===== config.mk =====
export PLATFORM = sky130hd
export DESIGN_NAME = mstage_bus
export DESIGN_NICKNAME = d
export VERILOG_FILES = /design/src/rtl/mstage_bus.sv
export SDC_FILE = /design/constraint.sdc
export NUM_CORES = 1
export LEC_CHECK = 0
export CORE_MARGIN = 10
export CORE_UTILIZATION = 46
export CTS_CLUSTER_DIAMETER = 60
export DETAILED_ROUTE_END_ITERATION = 7
export PLACE_DENSITY = 0.83
export REMOVE_ABC_BUFFERS = 1
export SYNTH_ARGS = -nofsm -noshare
export SYNTH_HDL_FRONTEND = slang
export SYNTH_SLANG_ARGS = --single-unit

===== constraint.sdc =====
create_clock -name clk -period 11.7 [get_ports clk]
set_input_delay 1.755 -clock clk [delete_from_list [all_inputs] [get_ports clk]]
set_output_delay 1.755 -clock clk [all_outputs]
set_load 0.1 [all_outputs]

===== src/rtl/mstage_bus.sv =====
// EX->MEM pipeline boundary register with a two-entry skid buffer.
// s_ready is taken straight from a register; a synchronous flush drops both entries.
module mstage_bus #(
   parameter logic [31:0] RESET_PC = 32'h80000000
) (
   input  logic        clk,
   input  logic        rst,
   input  logic        flush,

   input  logic        s_valid,
   output logic        s_ready,
   input  logic [31:0] aluresX,
   input  logic [31:0] src2X,
   input  logic [31:0] pcX,
   input  logic [31:0] snpcX,
   input  logic [31:0] csrX,
   input  logic [11:0] csraddrX,
   input  logic [7:0]  mwmaskX,
   input  logic [2:0]  mrtypeX,
   input  logic [2:0]  rdregsrcX,
   input  logic [4:0]  rdX,
   input  logic        mvalidX,
   input  logic        mwenX,
   input  logic        ecallX,
   input  logic        mretX,

   output logic [31:0] aluresM,
   output logic [31:0] src2M,
   output logic [31:0] pcM,
   output logic [31:0] snpcM,
   output logic [31:0] csrM,
   output logic [11:0] csraddrM,
   output logic [7:0]  mwmaskM,
   output logic [2:0]  mrtypeM,
   output logic [2:0]  rdregsrcM,
   output logic [4:0]  rdM,
   output logic        mvalidM,
   output logic        mwenM,
   output logic        ecallM,
   output logic        mretM,
   output logic        m_valid,
   input  logic        m_ready
);

   typedef struct packed {
      logic [31:0] alures;
      logic [31:0] src2;
      logic [31:0] pc;
      logic [31:0] snpc;
      logic [31:0] csr;
      logic [11:0] csraddr;
      logic [7:0]  mwmask;
      logic [2:0]  mrtype;
      logic [2:0]  rdregsrc;
      logic [4:0]  rd;
      logic        mvalid;
      logic        mwen;
      logic        ecall;
      logic        mret;
   } beat_t;

   typedef enum logic [1:0] {
      EMPTY,
      ONE,
      FULL
   } state_t;

   state_t state, state_next;
   beat_t  in_beat, out_q, sk_q;
   logic   out_v, sk_v;
   logic   accept, drain;
   logic   load_out, load_sk, out_from_sk;

   assign in_beat = '{
      alures:   aluresX,
      src2:     src2X,
      pc:       pcX,
      snpc:     snpcX,
      csr:      csrX,
      csraddr:  csraddrX,
      mwmask:   mwmaskX,
      mrtype:   mrtypeX,
      rdregsrc: rdregsrcX,
      rd:       rdX,
      mvalid:   mvalidX,
      mwen:     mwenX,
      ecall:    ecallX,
      mret:     mretX
   };

   // The (sk_v & !out_v) combination has no encoding, so it cannot arise.
   assign out_v   = (state != EMPTY);
   assign sk_v    = (state == FULL);
   assign s_ready = !sk_v;
   assign m_valid = out_v;
   assign accept  = s_valid & s_ready;
   assign drain   = m_valid & m_ready;

   always_ff @(posedge clk or posedge rst) begin
      if (rst) begin
         state <= EMPTY;
      end else begin
         state <= state_next;
      end
   end

   // Flush overrides everything; any beat offered alongside it is discarded.
   always_comb begin
      state_next  = state;
      load_out    = 1'b0;
      load_sk     = 1'b0;
      out_from_sk = 1'b0;
      if (flush) begin
         state_next = EMPTY;
      end else begin
         case (state)
            EMPTY: begin
               if (accept) begin
                  load_out   = 1'b1;
                  state_next = ONE;
               end
            end
            ONE: begin
               if (accept && drain) begin
                  load_out   = 1'b1;
               end else if (accept) begin
                  load_sk    = 1'b1;
                  state_next = FULL;
               end else if (drain) begin
                  state_next = EMPTY;
               end
            end
            FULL: begin
               if (drain) begin
                  out_from_sk = 1'b1;
                  state_next  = ONE;
               end
            end
            default: state_next = EMPTY;
         endcase
      end
   end

   always_ff @(posedge clk or posedge rst) begin
      if (rst) begin
         out_q      <= '0;
         out_q.pc   <= RESET_PC;
         out_q.snpc <= RESET_PC;
         sk_q       <= '0;
         sk_q.pc    <= RESET_PC;
         sk_q.snpc  <= RESET_PC;
      end else begin
         if (load_out) begin
            out_q <= in_beat;
         end else if (out_from_sk) begin
            out_q <= sk_q;
         end
         if (load_sk) begin
            sk_q <= in_beat;
         end
      end
   end

   assign aluresM   = out_q.alures;
   assign src2M     = out_q.src2;
   assign pcM       = out_q.pc;
   assign snpcM     = out_q.snpc;
   assign csrM      = out_q.csr;
   assign csraddrM  = out_q.csraddr;
   assign mwmaskM   = out_q.mwmask;
   assign mrtypeM   = out_q.mrtype;
   assign rdregsrcM = out_q.rdregsrc;
   assign rdM       = out_q.rd;

   // A bubble must never write memory or trap.
   assign mvalidM = out_q.mvalid & out_v;
   assign mwenM   = out_q.mwen   & out_v;
   assign ecallM  = out_q.ecall  & out_v;
   assign mretM   = out_q.mret   & out_v;

endmodule


Word level (Yosys, flattened, before mapping) --
Cells that the tools add are included.
Operators by class: equal/unequal tests 6, multiplexer cells 19, bitwise gates (word level) 6, reduce and logical (&&, ||, !) cells 6
Operators with widths (count):
- 195-bit 2-to-1 mux | 2
- 2-bit 2-to-1 mux | 6
- 1-bit 2-to-1 mux | 9
- 1-bit bitwise AND | 6
- 3-bit inequality test (second input constant) | 2
- 2-bit one-hot mux with 3 select lines | 1
- 4-bit inequality test (second input constant) | 1
- 4-bit AND reduction | 1
- 2-bit nonzero test | 2
- 3-bit by 2-bit inequality test with 1-bit output (second input constant) | 1
- 2-bit by 1-bit equality test with 1-bit output (second input constant) | 1
- 2-bit equality test (second input constant) | 1
- 2-bit logical NOT | 1
- 1-bit one-hot mux with 2 select lines | 1
- 1-bit logical AND | 1
- 1-bit logical NOT | 1
Word-level totals: register bits after elaboration 392

Depth between registers and ports, before layout --
depth after elaboration 8, gate-level depth with buffers 6, depth with buffers taken out 3

Worst setup path before layout --
No wires, ideal clock.
path kind reg-to-output, start point register state[1], end point output port ecallM, arrival time 1.833 ns, required time 9.945 ns, path slack 8.112 ns, cell stages (with the launch flop) 3, path buffers 0, cells stage by stage dfrtp_1 nor2_1 nor2b_1
On the way: cells in the longest elaborated chain, start to end 2
RTL lines:
- start, declared | RTL line 68 | state_t state, state_next;
- start signal, assigned | RTL line 103 | state <= state_next;
- 2-bit nonzero test | RTL line 92 | assign out_v = (state != EMPTY);
- 1-bit bitwise AND | RTL line 178 | assign ecallM = out_q.ecall & out_v;
- end, declared | RTL line 39 | output logic ecallM,
No other way between the ends.

Worst setup path in the final report --
start point input port flush, end point register out_q (netlist bit pcM[7])
On the way: cells in the longest elaborated chain, start to end 2, elaborated cells on any way between the ends 4, those cells by class mux: 3; reduce/logical: 1
RTL lines:
- start, declared | RTL line 8 | input logic flush,
- 1-bit 2-to-1 mux | RTL line 113 | if (flush) begin
- 195-bit 2-to-1 mux / 2-bit nonzero test (equally long branches)
- end signal, assigned | RTL line 154 | out_q <= in_beat;
- end signal, assigned | RTL line 156 | out_q <= sk_q;
- end, declared | RTL line 69 | beat_t in_beat, out_q, sk_q;
Several ways; a longest one is shown, not always the timed one. A chain may end at the register's enable or synchronous reset.

==> impl_metrics.ini <==
[clocking]
numCtsBuffers = 43
clkLatencyLatePin_ns = 0.55
path_clk_slew_ns = 0.06
cts_tree = yes
h-tree-depth = 2
hold_buffers = 0
ctsResizeCount = 0
cts_sinks = 392
clockBufferDepth = 3
post_cts_buffers = 0
cts-root-buf = clkbuf_16

[global_routing]
grt_remaining_overflow = 0
grt_max_degree = 170
first_global_vias = 11582
grt_usage_pct = 18.7
grt_pass1_wl_um = 67700
antenna_found_initial = 6

[floorplan]
rows = 70
core-area_um2 = 36800
die_h_um = 214
ios = 397
dieArea_um2 = 45600
die_w_um = 214
start_util_pct = 46.9

[logic_synthesis]
ys_types = 24
synth_area_leaders = dfrtp_1 56%, mux2_2 13%, a221o_1 11%
synth-seq-cells = 392
yosys.area.top_type = dfrtp_1
postSynthAreaPerCell_um2 = 13.5
syn_area_um2 = 17200
synth_top_cell_area_share_pct = 56.3
yosysSeqAreaShare_pct = 56.9
yosys_warnings = 0
syn_inst = 1274

[layout]
areaGrowthSynthToFinish_pct = 24.4
nNetsFinal = 1650
stdcell_count = 1956
final_layout_size_suffix_gt1_share_pct = 19.2
fillers = 2793

[route]
ant_nets = 0
first_iter_violations = 680
vias = 10934
wire_per_inst_um = 22.4
vias_per_cell = 5.59
drt_pre_antenna_iters = 4
wirelength_um = 43900
drc = 0

[setup_path]
cp_cell_sequence = clkdlybuf4s50_1 > and4bb_4 > buf_4 > o21ba_4 > buf_4 > buf_4 > a221o_1
worstReg2RegEnd = pcM[7]$_DFFE_PP0P_
cp-end-kind = register
arrival_ns = 5.74
worst_path_most_repeated_cell = buf_4
critical_path_buf_inv_count = 4
reg2reg_depth = 6
critPathSlowestCell = buf_4
crit_required_ns = 12.18
start_kind = input port
rr_startpoint = state[1]$_DFFE_PP0P_
crit_type = input port to register
path_max_fanout = 95
cp_top_family = buffers and inverters
reg2reg_slack_ns = 7.82
crit_path_max_incr_delay_ns = 0.87

[place]
port_buffers = 396
placedCellCount = 1873
hpwlAfterDp_um = 28500
gp_congestion = 0.755

[hold_path]
hp-class = register to register
min_from = sk_q[53]$_DFFE_PP0P_
holdPathStages = 1
worstHoldEndpoint = sk_q[53]$_DFFE_PP0P_

[status]
status = completed

[pwr]
ir_drop_mv = 0.151
p_per_area_nw_per_um2 = 231
leakagePower_nw = 9.31

[timing]
fmax_ghz = 0.190
setup_violations = 0
max-slew-margin-rel_pct = 25.3
hold_violations = 0
hold-worst-slack_ns = 0.491
drv_slew = 0
period_share_pct = 44.9
grt_setup_unrepaired = no
period_needed_ns = 5.26
worst_pin_slew_ns = 1.12
fin_skew_ns = 0.0102

[flow_run]
cap_violations = 0
-- kinds of logic (layout without fill, tap and decap cells) --
family / count (synthesis) / after routing / synth area share (%)
buffers and inverters: 278 / 486 / 11.2
other: 0 / 6 / 0
AND/OR/NAND/NOR: 209 / 209 / 7.60
AO/OA/AOI/OAI: 199 / 199 / 11.5
multiplexers: 196 / 196 / 12.8
flip-flops: 392 / 392 / 56.9
-- worst max-delay path by stage --
stage          start                       to  depth (start not counted)
2_1_floorplan    rst   aluresM[0]$_DFFE_PP0P_                          1
3_3_place_gp   flush    src2M[29]$_DFFE_PP0P_                          7
3_5_place_dp   flush  aluresM[13]$_DFFE_PP0P_                          7
4_1_cts        flush  aluresM[13]$_DFFE_PP0P_                          7
5_1_grt        flush    snpcM[21]$_DFFE_PP0P_                          7
6_report       flush       pcM[7]$_DFFE_PP0P_                          7
-- routing by layer --
layer	part of all wire (%)	vias up	GRT usage, %
met2	49	400	30.0
li1	-	4777	-
met1	39	5663	22.7
met3	8.8	94	6.04
met5	0	-	0
met4	3.6	0	8.56
-- cells in the final DEF, fill, tap and decap left out, drive strengths merged, types with 2 or more instances in the layout --
| cell | count |
|---|---|
| bufinv | 2 |
| clkinv | 6 |
| nor2 | 2 |
| clkdlybuf4s50 | 396 |
| mux2 | 195 |
| clkbuf | 65 |
| inv | 5 |
| buf | 11 |
| and2 | 195 |
| a221o | 195 |
| dfstp | 4 |
| diode | 6 |
| dfrtp | 388 |
| nor2b | 6 |
-- registers in the layout, summed over array words and instances (netlist names) --
signal     count
src2M         32
sk_q         195
csraddrM      12
out_q          4
rdM            5
mrtypeM        3
rdregsrcM      3
csrM          32
state          2
snpcM         32
aluresM       32
pcM           32
mwmaskM        8
-- cell type report --
| cell class | instances | area, um^2 | share of cell area, % |
|---|---|---|---|
| inverter | 2 | 15.0 | 0.0700 |
| clock inverter | 12 | 124 | 0.577 |
| timing repair buffer | 407 | 4060 | 18.9 |
| clock buffer | 65 | 1320 | 6.16 |
| antenna | 6 | 15.0 | 0.0700 |
| sequential | 392 | 9810 | 45.8 |
| tap | 468 | 586 | 2.73 |
| multi-input combinational | 604 | 5520 | 25.7 |
-- synth_stat cells --
| cell type | n |
|---|---|
| dfrtp_1 | 388 |
| or2_2 | 1 |
| buf_4 | 191 |
| and4bb_2 | 1 |
| buf_6 | 17 |
| mux2i_1 | 1 |
| buf_2 | 34 |
| mux2_2 | 195 |
| nand2b_1 | 1 |
| a21oi_1 | 1 |
| dfstp_2 | 4 |
| o21ba_1 | 1 |
| nand2_1 | 1 |
| clkbuf_1 | 31 |
| nor2b_1 | 6 |
| o32ai_1 | 1 |
| inv_1 | 2 |
| and2_1 | 195 |
| nor2_1 | 2 |
| buf_1 | 3 |
| or3b_1 | 1 |
| a221o_1 | 195 |
| nand3b_1 | 1 |
| a211oi_1 | 1 |
-- power by group --
part	switching [W]	internal [W]	leakage, nW
combinational	0.00119	0.000524	3.78
sequential	0.000179	0.00170	4.82
clock	0.000541	0.000824	0.716
-- worst register-to-register path: stages, from the launching register on --
cell      delay, ns
dfrtp_1        0.44
and4bb_4       0.23
buf_4          0.33
o21ba_4        0.77
buf_4          0.79
buf_4          0.90
a221o_1        0.37
-- per-stage QoR --
step / instance area [um^2] / setup TNS [ns] / total power [W] / setup WS (ns) / util, %
floorplan: 15300 / -367.04 / 0.00313 / -0.946 / -
global placement: 20000 / 0 / 0.00356 / 5.90 / 54.3
detailed placement: 20000 / 0 / 0.00361 / 5.89 / 54.3
CTS: 21400 / 0 / 0.00500 / 6.47 / 58.3
global route: 21500 / 0 / 0.00514 / 6.23 / 58.3
finish: 21500 / 0 / 0.00495 / 6.44 / 58.3
No activity file was read; power rests on OpenSTA's default activity.
